===== src/rtl/bus_master_if_pkg.sv =====
// Shared bus definitions for bus_master_if: FSM state encodings, bus polarity
// constants and word widths.
package bus_master_if_pkg;

    localparam int BUS_IF_STATE_W = 2;

    typedef enum logic [BUS_IF_STATE_W-1:0] {
        BUS_IF_STATE_IDLE   = 2'd0,
        BUS_IF_STATE_REQ    = 2'd1,
        BUS_IF_STATE_ACCESS = 2'd2,
        BUS_IF_STATE_WAIT   = 2'd3
    } bus_if_state_e;

    // Active-low bus control levels
    localparam logic ENABLE_  = 1'b0;
    localparam logic DISABLE_ = 1'b1;

    // Bus direction encoding
    localparam logic READ  = 1'b1;
    localparam logic WRITE = 1'b0;

    localparam int WORD_DATA_W = 32;
    localparam int WORD_ADDR_W = 30;

    // Pipeline stall request as a function of state and the live handshake inputs.
    function automatic logic bus_if_busy(input bus_if_state_e state,
                                         input logic          req,
                                         input logic          flush,
                                         input logic          rdy_n);
        logic busy;
        busy = 1'b0;
        case (state)
            BUS_IF_STATE_IDLE:   busy = req & ~flush;
            BUS_IF_STATE_REQ:    busy = 1'b1;
            BUS_IF_STATE_ACCESS: busy = rdy_n;
            BUS_IF_STATE_WAIT:   busy = 1'b0;
            default:             busy = 1'b0;
        endcase
        return busy;
    endfunction

endpackage


===== src/rtl/bus_master_if.sv =====
// Master-side bus interface: request, strobe, wait for ready, capture, stall the pipeline.
// Optional BUS_TIMEOUT_EN adds an ACCESS watchdog and the bus_err output.
module bus_master_if
    import bus_master_if_pkg::*;
#(
    parameter int DATA_W      = WORD_DATA_W,
    parameter int ADDR_W      = WORD_ADDR_W,
    parameter int TIMEOUT_CYC = 256
) (
    input  logic              clk,
    input  logic              reset,
    input  logic              stall,
    input  logic              flush,
    input  logic              req,
    input  logic              rw,
    input  logic [ADDR_W-1:0] addr,
    input  logic [DATA_W-1:0] wr_data,
    output logic [DATA_W-1:0] rd_data,
    output logic              busy,
    output logic              bus_req_,
    input  logic              bus_grnt_,
    output logic              bus_as_,
    output logic              bus_rw,
    output logic [ADDR_W-1:0] bus_addr,
    output logic [DATA_W-1:0] bus_wr_data,
    input  logic [DATA_W-1:0] bus_rd_data,
`ifdef BUS_TIMEOUT_EN
    output logic              bus_err,
`endif
    input  logic              bus_rdy_
);

    bus_if_state_e     r_state,       w_state_next;
    logic              r_bus_req_n,   w_bus_req_n_next;
    logic              r_bus_as_n,    w_bus_as_n_next;
    logic              r_bus_rw,      w_bus_rw_next;
    logic [ADDR_W-1:0] r_bus_addr,    w_bus_addr_next;
    logic [DATA_W-1:0] r_bus_wr_data, w_bus_wr_data_next;
    logic [DATA_W-1:0] r_rd_data,     w_rd_data_next;

`ifdef BUS_TIMEOUT_EN
    localparam int CNT_W = (TIMEOUT_CYC > 1) ? $clog2(TIMEOUT_CYC) : 1;

    logic [CNT_W-1:0] r_to_cnt, w_to_cnt_next;
    logic             r_bus_err, w_bus_err_next;
    logic             w_timeout;

    assign w_timeout = (r_to_cnt == CNT_W'(TIMEOUT_CYC - 1));
`else
    // Without the watchdog the limit is irrelevant; it stays referenced so the
    // parameter list is identical in both builds.
    if (TIMEOUT_CYC < 1) begin : g_timeout_unused
    end
`endif

    always_comb begin
        w_state_next       = r_state;
        w_bus_req_n_next   = r_bus_req_n;
        w_bus_as_n_next    = r_bus_as_n;
        w_bus_rw_next      = r_bus_rw;
        w_bus_addr_next    = r_bus_addr;
        w_bus_wr_data_next = r_bus_wr_data;
        w_rd_data_next     = r_rd_data;
`ifdef BUS_TIMEOUT_EN
        w_to_cnt_next      = r_to_cnt;
        w_bus_err_next     = 1'b0;
`endif

        case (r_state)
            BUS_IF_STATE_IDLE: begin
                if (req && !flush) begin
                    w_bus_req_n_next   = ENABLE_;
                    w_bus_rw_next      = rw;
                    w_bus_addr_next    = addr;
                    w_bus_wr_data_next = wr_data;
                    w_state_next       = BUS_IF_STATE_REQ;
                end
            end

            BUS_IF_STATE_REQ: begin
                if (bus_grnt_ == ENABLE_) begin
                    w_bus_as_n_next = ENABLE_;
                    w_state_next    = BUS_IF_STATE_ACCESS;
`ifdef BUS_TIMEOUT_EN
                    w_to_cnt_next   = '0;
`endif
                end
            end

            BUS_IF_STATE_ACCESS: begin
                // Strobe is a single-cycle pulse; ready is only looked at from here on.
                w_bus_as_n_next = DISABLE_;
`ifdef BUS_TIMEOUT_EN
                w_to_cnt_next   = r_to_cnt + CNT_W'(1);
`endif
                if (bus_rdy_ == ENABLE_) begin
                    w_rd_data_next   = (r_bus_rw == READ) ? bus_rd_data : '0;
                    w_bus_req_n_next = DISABLE_;
                    w_state_next     = stall ? BUS_IF_STATE_WAIT : BUS_IF_STATE_IDLE;
                end
`ifdef BUS_TIMEOUT_EN
                else if (w_timeout) begin
                    w_rd_data_next   = '0;
                    w_bus_err_next   = 1'b1;
                    w_bus_req_n_next = DISABLE_;
                    w_state_next     = stall ? BUS_IF_STATE_WAIT : BUS_IF_STATE_IDLE;
                end
`endif
            end

            BUS_IF_STATE_WAIT: begin
                if (!stall) begin
                    w_state_next = BUS_IF_STATE_IDLE;
                end
            end

            default: begin
                w_state_next = BUS_IF_STATE_IDLE;
            end
        endcase
    end

    always_ff @(posedge clk) begin
        if (reset) begin
            r_state       <= BUS_IF_STATE_IDLE;
            r_bus_req_n   <= DISABLE_;
            r_bus_as_n    <= DISABLE_;
            r_bus_rw      <= READ;
            r_bus_addr    <= '0;
            r_bus_wr_data <= '0;
            r_rd_data     <= '0;
`ifdef BUS_TIMEOUT_EN
            r_to_cnt      <= '0;
            r_bus_err     <= 1'b0;
`endif
        end else begin
            r_state       <= w_state_next;
            r_bus_req_n   <= w_bus_req_n_next;
            r_bus_as_n    <= w_bus_as_n_next;
            r_bus_rw      <= w_bus_rw_next;
            r_bus_addr    <= w_bus_addr_next;
            r_bus_wr_data <= w_bus_wr_data_next;
            r_rd_data     <= w_rd_data_next;
`ifdef BUS_TIMEOUT_EN
            r_to_cnt      <= w_to_cnt_next;
            r_bus_err     <= w_bus_err_next;
`endif
        end
    end

    assign busy        = bus_if_busy(r_state, req, flush, bus_rdy_);
    assign bus_req_    = r_bus_req_n;
    assign bus_as_     = r_bus_as_n;
    assign bus_rw      = r_bus_rw;
    assign bus_addr    = r_bus_addr;
    assign bus_wr_data = r_bus_wr_data;
    assign rd_data     = r_rd_data;
`ifdef BUS_TIMEOUT_EN
    assign bus_err     = r_bus_err;
`endif

endmodule


===== config.mk =====
export PLATFORM = sky130hd
export DESIGN_NAME = bus_master_if
export DESIGN_NICKNAME = d
export VERILOG_FILES = /design/src/rtl/bus_master_if_pkg.sv /design/src/rtl/bus_master_if.sv
export SDC_FILE = /design/constraint.sdc
export NUM_CORES = 1
export LEC_CHECK = 0
export BUFFER_PORTS_ARGS = -buffer_cell sky130_fd_sc_hd__clkbuf_2
export CAP_MARGIN = 20
export CORE_ASPECT_RATIO = 1.4
export CORE_MARGIN = 4
export CORE_UTILIZATION = 40
export DETAILED_ROUTE_END_ITERATION = 8
export PLACE_DENSITY = 0.84
export SETUP_SLACK_MARGIN = 0.3
export SLEW_MARGIN = 20
export SYNTH_ARGS = -nofsm -noshare
export SYNTH_HDL_FRONTEND = slang
export SYNTH_SLANG_ARGS = --single-unit

===== constraint.sdc =====
create_clock -name clk -period 2.35 [get_ports clk]
set_input_delay 0.235 -clock clk [delete_from_list [all_inputs] [get_ports clk]]
set_output_delay 0.235 -clock clk [all_outputs]
set_load 0.005 [all_outputs]

==> results.txt <==
- Number of max-capacitance violations reported: 0
* Capturing element type of the critical path: flop
- The count of final max-slew check failures is 0.
- Worst setup margin: 0.5522 ns
- For this run, the register share of the synthesized area comes to 0.5458.
- The count of nets left with antenna violations once routing finished came out at 0.
- Synth Area in Compound Gates: 0.1468
* Global route total overflow: 0
- After routing, the total negative slack on setup checks comes to 0 ns.
- Maximum clock skew at final layout: 0.006925 ns
- Synth Register Bits: 99
- VDD IR-drop max: 0.0004224 V
* Fraction of layout cells with a size suffix above 1: 0.3585
* Core area: 0.008708 mm²
* Via total after detailed routing: 3593
- Row generation in the floorplan step produced 40 rows.
- Ordered list of cells on the worst path: or4b_2 > buf_12 > a211o_1
- R2r worst-path depth: 3
* Kind of launch point of the worst setup path: flop
* Cell Count, Final, Fillers Out: 727
- The number of nets in the synthesized netlist is 543.
- Initial core utilization: 0.4170
- Measured along the y axis, the die boundary spans 120.7 µm.
- Launching instance or port of the critical path: r_state[1]
- Uppermost routed layer: met4
- Synthesis-to-layout area growth: 34.63%
- For this design, the sink count on the clock tree is 99.
- The run finished with clean final reports.
- Setup repair after global routing missed its margin: false
* Simple logic cell fraction of the synthesized area: 0.2312
- The net count of the finished layout is 722.
* DR DRC count: 0
* Endpoint of the worst setup timing path: bus_req_
* Number of top-level design ports: 200
- Synthesized area per cell: 8.234 µm²
* Time the final worst path needs with I/O delays and setup: 1.798 ns
* R2r setup slk: 0.55 ns
- Maximum clock frequency: 556.2 MHz
- The clock reaches the later pin of the worst-skew pair after 0.33 ns.
- The critical path is of the flop to flop type.
* Share of synthesized flip-flops with an asynchronous set or reset: 0
- Clk buf depth: 2
- STA puts the critical path data arrival time at 2.02 ns.
- Mux contribution to synthesized area: 0.002757
* Storage cell area: 0.001982 mm²
- In this run, synthesis inferred 0 flip-flops with an integrated enable.
- Commonest register cell after synthesis: sky130_fd_sc_hd__dfxtp_1
- Post-Place Worst Slack: 0.5295 ns
- In the final routing, the length of wire on met1 measures 3696 µm.
* All-layer global routing usage: 0.1835
- Met2 routed wirelength: 5290 µm
- Met3 wirelength from detailed routing: 608 µm
* Largest cells by area after synthesis: sky130_fd_sc_hd__dfxtp_1 55%, sky130_fd_sc_hd__nand2_1 16%, sky130_fd_sc_hd__a21oi_1 13%
- Crit path max-delay family: simple AND/OR/NAND/NOR gates
* Number of port buffers: 199
* Number of standard cells after synthesis: 441
- The first routing iteration left 214 violations.
* Top cell types by occurrence after synthesis: 156 x sky130_fd_sc_hd__nand2_1, 99 x sky130_fd_sc_hd__dfxtp_1, 97 x sky130_fd_sc_hd__a21oi_1
- Leakage: 2.195 nW
* Inserted Clock Buffers: 9
- 0 antenna diodes ended up in the layout.
- The worst pin sits at a relative slew slack of 0.5212.
- First-pass GRT wire length: 15700 µm
- The largest individual stage delay along the critical path comes from the cell sky130_fd_sc_hd__or4b_2.
* Area occupied by multi-input gates: 0.001389 mm²
* Cell type with the largest total area after synthesis: sky130_fd_sc_hd__dfxtp_1
- Wire per inst: 13.63 µm
* Stages on worst setup path: 3
- Clock-pin slew was measured on the worst setup and hold paths at 0.06 ns.
- In this run the horizontal extent of the chip is 88.52 µm.
- Slowest cell delay on critical path: 0.75 ns
- Via count of the first global-routing pass: 3445
- Worst-margin pin slew: 0.7183 ns
- In this run the power density over the cells is 767.9 mW/mm².
* Largest net degree at the start of global routing: 70
- Power consumption: 3.754 mW
- Xor and xnor area share after synthesis: 0
* RR Startpoint: r_state[1]
- By area, the combinational part of the netlist is dominated by simple AND/OR/NAND/NOR gates.
* Class of the most critical hold timing path: input pin to flop
- Yosys warning count: 0
* Tcrit/Tclk final: 0.7650
- The initial antenna violation count was 0.
- Placed Cells: 714
* Most frequent cell after synthesis: sky130_fd_sc_hd__nand2_1
* DIE AREA: 0.01069 mm²
- Setup violations, final: 0
* Arithmetic-cell share of the synthesized area counting full adders, half adders and majority gates: 0
- Dividing the detail-routed via count by the number of cells gives 4.942.
- Summing every instance area after synthesis gives 0.003631 mm².
- The endpoint identified for the worst register-to-register timing path is bus_req_.
- The share of synthesized area in the top cell type comes to 0.5458.
* Synth cell types: 25
- 1st-pass router iterations: 4
- For this block, the routed nets add up to 9911 µm of wire.
- Data on the critical path is required at its endpoint by 2.57 ns.
* Number of inserted filler cells in the final layout: 811
* Total number of H-tree levels: 3
* Core Util, Final: 0.5614
- Number of buffer and inverter stages on the critical path: 1
- Final RePlAce weighted congestion: 0.7461
- TritonCTS clock tree: built
- In this run the most critical hold path is launched from addr[6].
- Buffer type at the clock tree root: sky130_fd_sc_hd__clkbuf_16
* Detail Placement HPWL: 7266 µm
- Along the worst path, the maximum fanout reaches 64.
- The total count of hold-check failures in the final report is 0.
report_power, final:
part	switching, mW	internal [mW]	leakage (nW)
Sequential	0.0412	1.75	0.805
Clock	0.575	1.02	0.154
Combinational	0.198	0.169	1.24
Total	0.814	2.94	2.19
kinds of logic after synthesis:
logic type	Yosys count
AOI/OAI and AO/OA	103
and+or+nand+nor	198
buffers and inverters	40
DFF	99
muxes	1
routing by layer:
metal / vias to the layer above / global-route usage
met5: - / 0
met4: 0 / 0.1021
met3: 28 / 0.02658
met2: 133 / 0.3188
met1: 1636 / 0.2098
li1: 1796 / -
tightest hold or removal path, cell delays in order:
cell and delay [ns]:
sky130_fd_sc_hd__clkbuf_2 0.08, sky130_fd_sc_hd__nand2_1 0.04, sky130_fd_sc_hd__a21oi_1 0.05
cell type report:
cell class | count | area share
clock buffer | 10 | 0.04684
tap | 105 | 0.02687
sequential | 99 | 0.4054
clock inverter | 3 | 0.01843
multi-input combinational | 302 | 0.2841
timing repair buffer | 205 | 0.2160
inverter | 3 | 0.002304
what timing repair did:
action                                  CTS  global route
endpoints found under the setup margin    0             1
resized for setup                         0             1
hold buffers                              0             0
setup buffers                             0             0
cell usage in the layout, fill, tap and decap left out, types with 3 or more instances in the layout:
cell	Yosys	final
sky130_fd_sc_hd__a21oi_1	97	97
sky130_fd_sc_hd__clkbuf_2	0	198
sky130_fd_sc_hd__bufinv_16	0	3
sky130_fd_sc_hd__buf_4	0	6
sky130_fd_sc_hd__clkbuf_16	0	9
sky130_fd_sc_hd__nand2_1	156	156
sky130_fd_sc_hd__nand3_1	32	32
sky130_fd_sc_hd__dfxtp_1	99	99
sky130_fd_sc_hd__inv_1	3	3
registers in the layout, indices dropped and copies added, names as in the netlist:
register / cells
bus_wr_data: 32
rd_data: 32
bus_as_: 1
bus_addr: 30
r_state: 2
bus_req_: 1
bus_rw: 1
metrics by stage:
step,instance area (µm²),hold slack (ns)
after global placement,4569,0.4369
after global routing,4888,0.1127
after CTS,4888,0.1018
final,4888,0.1194
after floorplan,3631,0.3518
after detailed placement,4569,0.4430
worst min path at each step:
| stage | end | slack, ns | cells past startpoint |
|---|---|---|---|
| after global routing | bus_wr_data[12] | 0.11 | 3 |
| after floorplan | bus_rw | 0.35 | 2 |
| after CTS | bus_addr[6] | 0.10 | 3 |
| after detailed placement | rd_data[0] | 0.44 | 2 |
| after global placement | rd_data[9] | 0.44 | 2 |
| final | bus_addr[6] | 0.12 | 3 |
Note: power is estimated with default switching activity, not from simulation.
